$ cat config.mk
export PLATFORM = sky130hd
export DESIGN_NAME = fifo_word_serializer
export DESIGN_NICKNAME = d
export VERILOG_FILES = /design/src/rtl/fifo_word_serializer.sv
export SDC_FILE = /design/constraint.sdc
export NUM_CORES = 1
export LEC_CHECK = 0
export ABC_AREA = 1
export CORE_ASPECT_RATIO = 2
export CORE_MARGIN = 3
export CORE_UTILIZATION = 25
export DETAILED_ROUTE_END_ITERATION = 6
export HOLD_SLACK_MARGIN = 0.1
export PLACE_DENSITY = 0.56
export SYNTH_ARGS = -nofsm -noshare
export SYNTH_HDL_FRONTEND = slang
export SYNTH_SLANG_ARGS = --single-unit
$ cat constraint.sdc
create_clock -name i_clk -period 3.4 [get_ports i_clk]
set_input_delay 0.51 -clock i_clk [delete_from_list [all_inputs] [get_ports i_clk]]
set_output_delay 0.51 -clock i_clk [all_outputs]
set_load 0.05 [all_outputs]
$ cat src/rtl/fifo_word_serializer.sv
// Pops one WORDS-wide packet from a FIFO head and streams it out one word per valid/ready beat.
// The first word appears the cycle after o_pull. i_ready low holds the current word. One idle cycle separates packets.
module fifo_word_serializer #(
  parameter int WORD_WIDTH = 32,
  parameter int WORDS      = 4,
  localparam int IDX_W     = (WORDS > 1) ? $clog2(WORDS) : 1
) (
  input  logic                  i_clk,
  input  logic                  i_rst,
  input  logic                  i_available,
  input  logic [WORD_WIDTH-1:0] i_words [WORDS-1:0],
  output logic                  o_pull,
  output logic                  o_valid,
  input  logic                  i_ready,
  output logic [WORD_WIDTH-1:0] o_data,
  output logic [IDX_W-1:0]      o_index,
  output logic                  o_last,
  input  logic                  i_flush,
  output logic [15:0]           o_pkt_cnt
);

  localparam logic [0:0]       ST_IDLE  = 1'b0;
  localparam logic [0:0]       ST_SEND  = 1'b1;
  localparam logic [IDX_W-1:0] LAST_IDX = IDX_W'(WORDS - 1);

  logic [0:0]            r_state;
  logic [IDX_W-1:0]      r_index;
  logic [WORD_WIDTH-1:0] r_buf [WORDS-1:0];
  logic [15:0]           r_pkt_cnt;

  logic w_idle;
  logic w_send;
  logic w_pull;
  logic w_at_last;
  logic w_xfer;

  assign w_idle    = (r_state == ST_IDLE);
  // Reset masks the held packet immediately, before the clock edge clears it.
  assign w_send    = (r_state == ST_SEND) & ~i_rst;
  assign w_pull    = w_idle & i_available & ~i_flush & ~i_rst;
  assign w_at_last = (r_index == LAST_IDX);
  assign w_xfer    = w_send & i_ready & ~i_flush;

  assign o_pull    = w_pull;
  assign o_valid   = w_send;
  assign o_data    = i_rst ? '0 : r_buf[r_index];
  assign o_index   = i_rst ? '0 : r_index;
  assign o_last    = w_send & w_at_last;
  assign o_pkt_cnt = r_pkt_cnt;

  always_ff @(posedge i_clk) begin
    if (i_rst) begin
      r_state   <= ST_IDLE;
      r_index   <= '0;
      r_pkt_cnt <= '0;
      for (int k = 0; k < WORDS; k++) begin
        r_buf[k] <= '0;
      end
    end else if (w_pull) begin
      r_buf   <= i_words;
      r_index <= '0;
      r_state <= ST_SEND;
    end else if (w_send && i_flush) begin
      r_state <= ST_IDLE;
      r_index <= '0;
    end else if (w_xfer) begin
      if (w_at_last) begin
        r_state   <= ST_IDLE;
        r_index   <= '0;
        r_pkt_cnt <= r_pkt_cnt + 16'd1;
      end else begin
        r_index <= r_index + IDX_W'(1);
      end
    end
  end

  a_no_pull_while_valid: assert property (@(posedge i_clk) disable iff (i_rst)
    !(o_pull && o_valid));

  a_hold_on_stall: assert property (@(posedge i_clk) disable iff (i_rst)
    (o_valid && !i_ready && !i_flush) |=> ($stable(o_data) && $stable(o_index)));

endmodule

; ---- Yosys cells after proc, flatten, opt, wreduce, memory -nomap -nowiden
; Cells that the tools add are included.
[totals]
inputBits = 133
regBits = 147
[classes]
add_sub_neg = 2
bitwise = 12
eq_ne = 1
n_lt_le_gt_ge = 1
n_reduce_logical = 6
muxes = 9
[op_table]
columns = operator, count
row1 = 32-bit binary-select mux with 2-bit select, 1
row2 = 32-bit 2-to-1 mux, 2
row3 = "16-bit by 1-bit adder with 16-bit output, second input constant", 1
row4 = 1-bit AND, 7
row5 = 3-bit nonzero test, 2
row6 = 1-bit inverter, 5
row7 = 1-bit 2-to-1 mux, 4
row8 = 2-bit 2-to-1 mux, 2
row9 = 4-bit AND reduction, 1
row10 = "2-bit by 3-bit less-than comparator with 1-bit output, second input constant", 1
row11 = 3-bit OR reduction, 1
row12 = "2-bit by 1-bit adder with 2-bit output, second input constant", 1
row13 = "2-bit equality test, second input constant", 1
row14 = 2-bit AND reduction, 1
row15 = 1-bit logical AND, 1

; ---- Logic depth before layout (Yosys ltp)
; Gate-level depths: netlist of the first run.
[logic_depth]
ltp_word = 7
mapped_depth = 9
mapped_depth_nobuf = 9

; ---- Worst setup path after synthesis of the first run
; Ideal clock, no wire load.
[synth_path]
path_type = register -> output
start = register r_index[1]
end = output port o_data[3]
t_arrival_ns = 1.762
n_path_buf = 2
t_required_ns = 2.890
path_stages_with_launch = 7
path_slack_ns = 1.128
path_cell_list = dfxtp_1 buf_2 clkinv_1 clkbuf_1 a21oi_1 o21ai_0 a21oi_1
[synth_via]
elab_chain_cells = 3
[synth_rtl]
columns = element, line_no
row1 = start: declaration, 27  ; logic [IDX_W-1:0] r_index;
row2 = start signal: assignment, 72  ; r_index <= r_index + IDX_W'(1);
row3 = 32-bit binary-select mux with 2-bit select, 46  ; assign o_data = i_rst ? '0 : r_buf[r_index];
row4 = 32-bit 2-to-1 mux (implied by the code), 46
row5 = 32-bit 2-to-1 mux, 46
row6 = end: declaration, 15  ; output logic [WORD_WIDTH-1:0] o_data,
; Every way passes these cells. The select of a mux whose other input is x is not followed.

; ---- Worst setup path after layout of the first run
[layout_path]
start = register r_index[0]
end = output port o_index[0]
[layout_via]
elab_chain_cells = 1
[layout_rtl]
columns = element, line_no
row1 = 2-bit 2-to-1 mux, 47  ; assign o_index = i_rst ? '0 : r_index;
row2 = end: declaration, 16  ; output logic [IDX_W-1:0] o_index,
; Every way passes these cells.

==> metrics.txt, run 1 <==
vias in the first global route=5800; cts bufs inserted=17; Critical Path Sink Type=primary output; post-CTS sizing=0; Yosys warning count=0; share of cells above drive strength 1=9.003%; Top delay family on crit path=buffers and inverters; buffer count from post-CTS setup fixing=0; Clock Sinks=147; fill cell count=2390; vias per cell=4.613; DP Cell Count=1186; CTS tree=done; final hold vios=0; Cells on Worst Hold Path=1; CTS Root Cell=clkbuf_16; hpwl dp=16.57 mm; pin count of the biggest net entering global routing=67; Final Skew=0.004321 ns; first-pass GRT wire length=33.42 mm; crit path time final=2.916 ns; hold slack=0.4623 ns; reg-to-reg endpoint=r_buf[69]$_SDFFE_PP0P_; cell count after synthesis=760; max-slew violations=0; antenna violations before repair=1; ys async rst share=0%; gr usage total=17.35%; RSZ-0062 raised after global routing=false; leading area contributor after synthesis=dfxtp_1; Initial Util=25.65%; Crit-path slowest cell=clkdlybuf4s50_1; final total power=4.279 mW; Post-synth EDFFs=0; IO Port Bufs=185; Post-CTS Hold Fix Bufs=0; pre-CTS WS=0.9104 ns; total length of routed wires=22.12 mm; Worst R2R Start=r_state$_SDFFE_PP0P_; Core Footprint=23430 um2; Setup TNS Final=0 ns; Worst setup SP type=flop; critical path's largest stage delay=0.81 ns; row count=79; Die Height=225.3 um; Vias=5609; Final Net Count=1057; R2R depth=6; mapped cell area=6010 um2; Main synth FF type=dfxtp_1; worst skew pair latency=0.42 ns; Final Instance Count excl. Fillers=1216; WP data arrival=2.41 ns; worst-case clock buffer depth=2; syn avg cell area=7.907 um2; final setup margin=0.4841 ns; gr ovfl total=0; top cells by count, synth=147 x dfxtp_1, 124 x o21ai_0, 107 x nand2_1; top cell type's share of synthesized area=48.97%; ant diodes=0; Die X=115.6 um; Max IR drop VDD=238.9 uV; Power per Cell Area=474.5 nW/um2; hold crit path type=reg -> reg; required time of the critical path=2.89 ns; Ports=186; Slew HR=47.66%; Starting DRT DRC Count=252; DR DRC count=0; Synthesized Nets=895; reg2reg setup slack=1.58 ns; critical path buffer and inverter count=3; FF+latch count, synth=147; Period Utilization, post-route=85.76%; Setup-failing EPs final=0; Fmax=342.9 MHz; crit-path cells=inv_2 > buf_4 > nor2_1 > clkdlybuf4s50_1; max-cap viol count=0; Leak=3.191 nW; Post-DRT Antenna Nets=0; most frequent cell after synthesis=dfxtp_1; Area contributors post-synth=dfxtp_1 49%, o21ai_0 10%, a22o_1 9.3%, a21oi_1 8.7%, nand2_1 6.7%; wire per inst=18.19 um; CTS clk-pin slew, worst paths=0.06 ns; post-synthesis cell type count=26; Detailed Routing Iterations Pass 1=4; sequential share of the synthesized area=48.97%; P&R area growth vs syn=50.03%; status=complete, no violations; Tightest Pin Transition=0.7852 ns; hold_sp=r_buf[96]$_SDFFE_PP0P_; GPL Wtd Cong=0.8353; CTS H-tree depth=4; critical path class=reg -> out; Worst Hold End=r_buf[96]$_SDFFE_PP0P_; peak fanout along the critical path=32; Die Area=26050 um2
## worst max path at each step
stage / startpoint / endpoint / depth (start not counted)
after floorplan: r_index[1]$_SDFFE_PP0P_ / o_data[3] / 6
after global placement: i_rst / o_last / 5
after detailed placement: i_flush / r_buf[65]$_SDFFE_PP0P_ / 7
after CTS: r_index[0]$_SDFFE_PP0P_ / o_index[0] / 4
after global routing: r_index[0]$_SDFFE_PP0P_ / o_index[0] / 4
final: r_index[0]$_SDFFE_PP0P_ / o_index[0] / 4
## report_power, final
part,internal [mW],switching [mW]
registers,1.80,0.0296
logic,0.254,0.236
clock network,1.24,0.718
## final cells by class
| cell class | count | area (um2) | share of cell area, % |
|---|---|---|---|
| inverter | 84 | 317.8 | 3.525 |
| sequential | 147 | 2944 | 32.65 |
| clock buffer | 21 | 450.4 | 4.996 |
| multi-input combinational | 475 | 2492 | 27.64 |
| tap | 283 | 354.1 | 3.927 |
| timing repair buffer | 197 | 2302 | 25.53 |
| clock inverter | 9 | 155.1 | 1.721 |
## state kept, by name, summed over array words and instances, names as in the netlist
name       flops
o_pkt_cnt     16
r_state        1
r_buf        128
r_index        2
## layout by cell type (no fill, tap or decap), drive strengths merged, types with 2 or more instances in the layout
cell	instances
clkdlybuf4s50	150
dfxtp	147
o21ai	132
nand2	107
a21oi	106
inv	84
a22o	64
buf	47
nor2	42
clkbuf	21
nand3	15
bufinv	4
clkinv	4
nor3	3
ha	2
## per-layer routing
layer | global-route usage [%] | vias to the layer above | part of all wire, % | wire length [um]
li1 | - | 2884 | - | -
met1 | 17.28 | 2531 | 36 | 7856
met2 | 32.92 | 161 | 56 | 12290
met3 | 4.730 | 31 | 5.5 | 1211
met4 | 7.269 | 2 | 3.4 | 749
met5 | 0 | - | 0.063 | 14
## per-stage QoR
step,util (%),area [um2]
2_1_floorplan,-,6010
3_3_place_gp,35.90,8411
3_5_place_dp,35.90,8411
4_1_cts,38.49,9016
5_1_grt,38.49,9016
6_report,38.49,9016
## cell families after synthesis
group | Yosys count | synth area share, %
flops | 147 | 48.97
compound gates | 304 | 29.46
fa+ha+maj | 2 | 0.4163
simple gates | 169 | 11.47
buf+inv | 138 | 9.681
Power figures use the tool's default switching activity.
==> inputs of run 2 (changes only) <==
--- a/config.mk
+++ b/config.mk
@@ -8,10 +8,10 @@
 export ABC_AREA = 1
 export CORE_ASPECT_RATIO = 2
 export CORE_MARGIN = 3
-export CORE_UTILIZATION = 25
+export CORE_UTILIZATION = 45
 export DETAILED_ROUTE_END_ITERATION = 6
 export HOLD_SLACK_MARGIN = 0.1
-export PLACE_DENSITY = 0.56
+export PLACE_DENSITY = 0.86
 export SYNTH_ARGS = -nofsm -noshare
 export SYNTH_HDL_FRONTEND = slang
 export SYNTH_SLANG_ARGS = --single-unit
==> run 2 against run 1 <==
Net effect:
- combinational power down 1%
- clock-buffer cell count shrank 3
- via count is 6.3% higher
- first-iteration DRC count grew 44%
- flip-flop and latch count is the same
- final area is 1.6% lower
- non-clock buffer count shrank 2
- cell count shrank 11%
- power up 1.2%
==> metrics.txt, run 2 (synthesis gave the netlist of run 1 again) <==
status=complete, no violations; CTS tree=done; crit path time final=2.760 ns; final core utilization=67.92%; Worst setup SP type=flop; commonest cells after routing, fill and taps aside=150 x clkdlybuf4s50_1, 145 x dfxtp_1, 124 x o21ai_0; Detailed Routing Iterations Pass 1=6; Post-DRT Antenna Nets=0; cts bufs inserted=17; IO Port Bufs=185; worst-case clock buffer depth=2; hpwl dp=13.21 mm; buffer count from post-CTS setup fixing=0; Tightest Pin Transition=0.7061 ns; Starting DRT DRC Count=362; max-slew violations=0; Setup-failing EPs final=0; final hold vios=0; pin count of the biggest net entering global routing=109; Post-CTS Hold Fix Bufs=0; DP Cell Count=1053; CTS Root Cell=clkbuf_16; largest register by flop count=r_buf; Die X=87.72 um; Final Net Count=1055; Final Skew=0.008612 ns; post-CTS sizing=0; Vias=5964; antenna violations before repair=2; Ports=186; first-pass GRT wire length=30.06 mm; GPL Wtd Cong=0.8800; Fmax=362.4 MHz; Die Height=169.4 um; Largest register FFs=128; row count=59; CTS clk-pin slew, worst paths=0.06 ns; hold crit path type=reg -> reg; commonest non-fill, non-tap cell in the layout=clkdlybuf4s50_1; CTS H-tree depth=4; Max IR drop VDD=323.2 uV; total length of routed wires=19.08 mm; Final Instance Count excl. Fillers=1087; Power per Cell Area=487.8 nW/um2; Setup TNS Final=0 ns; Core Footprint=13070 um2; Leak=3.200 nW; P&R area growth vs syn=47.68%; Slew HR=52.93%; final total power=4.329 mW; wire per inst=17.55 um; RSZ-0062 raised after global routing=false; Clock Sinks=147; required time of the critical path=2.89 ns; share of cells above drive strength 1=9.432%; DR DRC count=0; Period Utilization, post-route=81.16%; gr usage total=26.14%; reg2reg setup slack=1.62 ns; vias per cell=5.487; Critical Path Sink Type=primary output; peak fanout along the critical path=33; WP data arrival=2.25 ns; critical path class=reg -> out; fill cell count=1005; worst skew pair latency=0.41 ns; Die Area=14860 um2; gr ovfl total=0; Initial Util=45.99%; vias in the first global route=5878; max-cap viol count=0
-- run 2: critical path, stage by stage (launching register included) --
cell	delay (ns)
dfxtp_2	0.33
buf_4	0.36
clkinv_1	0.15
buf_4	0.24
a21oi_1	0.21
o21ai_0	0.12
a21oi_1	0.25
buf_12	0.18
-- run 2: cell type report --
| type | count | area, um2 | area share (%) |
|---|---|---|---|
| Antenna cell | 2 | 5.005 | 0.05639 |
| Clock inverter | 14 | 197.7 | 2.228 |
| Timing Repair Buffer | 195 | 2287 | 25.77 |
| Sequential cell | 147 | 2945 | 33.19 |
| Inverter | 84 | 317.8 | 3.581 |
| Multi-Input combinational cell | 475 | 2492 | 28.08 |
| Tap cell | 152 | 190.2 | 2.143 |
| Clock buffer | 18 | 439.2 | 4.949 |
-- run 2: per-stage QoR --
step           area [um2]  setup slack [ns]  hold slack [ns]
3_5_place_dp         8233            0.9420           0.4472
6_report             8875            0.6405           0.4607
3_3_place_gp         8233             1.001           0.4456
2_1_floorplan        6010             1.128           0.4337
4_1_cts              8870            0.6118           0.4633
5_1_grt              8875            0.5039           0.4746
-- run 2: path summary, 6_finish.rpt --
check | from | endpoint | depth (start not counted)
max | r_index[1]$_SDFFE_PP0P_ | o_data[8] | 7
min | r_buf[36]$_SDFFE_PP0P_ | r_buf[36]$_SDFFE_PP0P_ | 2
max reg2reg | r_state$_SDFFE_PP0P_ | r_buf[5]$_SDFFE_PP0P_ | 5
min reg2reg | r_buf[36]$_SDFFE_PP0P_ | r_buf[36]$_SDFFE_PP0P_ | 2
-- run 2: where the power goes --
| part | internal (mW) | switching (mW) |
|---|---|---|
| Clock | 1.26 | 0.754 |
| Sequential | 1.80 | 0.0305 |
| Combinational | 0.253 | 0.232 |
| Total | 3.31 | 1.02 |
-- run 2: layer usage --
layer / track usage (%) / vias up / routed length, um
met3: 5.394 / 49 / 1007
li1: - / 2891 / -
met2: 46.35 / 238 / 10320
met1: 28.62 / 2786 / 6921
met5: 0 / - / 0
met4: 13.16 / 0 / 826
==> patch: new RTL, settings of run 2 <==
Put one more register stage on the output `o_pkt_cnt`. The value now appears one clock later. The other outputs are not delayed to match.
--- a/src/rtl/fifo_word_serializer.sv
+++ b/src/rtl/fifo_word_serializer.sv
@@ -46,7 +46,9 @@
   assign o_data    = i_rst ? '0 : r_buf[r_index];
   assign o_index   = i_rst ? '0 : r_index;
   assign o_last    = w_send & w_at_last;
-  assign o_pkt_cnt = r_pkt_cnt;
+  always_ff @(posedge i_clk) begin
+    o_pkt_cnt <= r_pkt_cnt;
+  end
 
   always_ff @(posedge i_clk) begin
     if (i_rst) begin
Function: changed (a bounded check fails within 10 cycles, from zero or initial values and one cycle with i_rst high).
==> patch against run 2 <==
Area after synthesis increased by 4.4%; cell count up 4.5%; wire length up 14%; via count is essentially flat; count of clock-buffer cells in the layout is the same; synthesized cell count increased by 2.1%; sequential cell count increased by 16; total power rose by 4.3%; worst setup slack worse by 0.38 ns; clock skew about the same; final area grew 3.8%; largest cell class unchanged.
==> patch: results (changes against run 2) <==
Drt
  – Pre-antenna DRT Iters: 5 (was 6)
  – Vias/cell: 5.251 (was 5.487)
  – Metal-1 WL: 7487 um (was 6921 um)
  – Vias: 5965 (was 5964)
  – Initial DRC Count: 329 (was 362)
  – Metal2 WL: 11690 um (was 10320 um)
  – Met3 Routed Length: 1077 um (was 1007 um)

Global routing
  – Pin count of the biggest net entering global routing: 73 (was 109)
  – Global Route Usage Sum: 28.47% (was 26.14%)
  – Vias in the first global route: 6011 (was 5878)
  – Met1 usage: 29.36% (was 28.62%)
  – GR Util met3: 5.293% (was 5.394%)
  – First-pass GRT wire length: 32610 um (was 30060 um)
  – Initial antenna violation count: 1 (was 2)
  – Global routing usage on met2: 50.58% (was 46.35%)

Placed design
  – DP Area: 0.008591 mm2 (was 0.008233 mm2)
  – Placed insts: 1103 (was 1053)
  – GPL Wtd Cong: 0.9082 (was 0.8800)
  – Pre-CTS setup slack: 0.7137 ns (was 0.9420 ns)

Critical path
  – WP data arrival: 2.63 ns (was 2.25 ns)
  – Slowest-stage cell, CP: clkinv_1 (was buf_4)
  – CP top delay family: compound AO/OA/AOI/OAI gates (was buffers and inverters)
  – Critical path fanouts, max: 25 (was 33)
  – Delay of the slowest critical-path stage: 0.66 ns (was 0.36 ns)

Final layout
  – Layout area overhead: 46.81% (was 47.68%)
  – Layout cell share with drive strength beyond 1: 9.168% (was 9.432%)
  – Fill cell count: 1034 (was 1005)

Synthesis
  – Sequential share of the synthesized area: 51.99% (was 48.97%)
  – Commonest cells in the netlist: dfxtp_1, o21ai_0, nand2_1, a21oi_1, inv_1 (unchanged)
  – Largest cells by area after synthesis: dfxtp_1, o21ai_0, a22o_1 (unchanged)
  – Yosys cell types: 22 (was 26)
  – Avg Cell Area, Syn: 8.088 um2 (was 7.907 um2)
  – Syn nets: 911 (was 895)
  – Post-Synth Adder-Cell Area: 0.3987% (was 0.4164%)
  – Compound-gate portion of the synthesized area: 27.99% (was 29.46%)
  – Xor/xnor share of the synthesized area: 0.1396% (was 0%)

Outcome
  – Status: finished, final reports clean (unchanged)

Pwr
  – LEAKAGE: 0.003339 uW (was 0.003200 uW)
  – Peak supply drop: 0.3581 mV (was 0.3232 mV)

Timing
  – Worst Max-Slew Pin Slew: 1.103 ns (was 0.7061 ns)
  – Final clock skew: 0.008408 ns (was 0.008612 ns)

CTS
  – Clock slew at reported path FFs: 0.07 ns
==> patch: path summary, 6_finish.rpt <==
kind	cells after the start	start	slack [ns]	to
setup reg to reg	7	r_index[0]	1.30	r_pkt_cnt[3]
setup / recovery	5	r_index[1]	0.26	o_data[16]
hold / removal	0	r_pkt_cnt[15]	0.37	o_pkt_cnt[15]
hold reg to reg	0	r_pkt_cnt[15]	0.37	o_pkt_cnt[15]
==> patch: power by group <==
| group | total, uW | internal (uW) | switching (uW) |
|---|---|---|---|
| combinational | 487 | 249 | 237 |
| clock | 2010 | 1180 | 827 |
| sequential | 2020 | 1990 | 31.5 |
==> patch: area by class of cell <==
type | instances | share of cell area (%)
repair buffers | 196 | 25.01
clock inverters | 14 | 2.078
flip-flops and latches | 163 | 35.43
well taps | 186 | 2.526
clock buffers | 18 | 4.658
multi-input cells | 474 | 26.83
diodes | 1 | 0.02716
inverters | 84 | 3.436
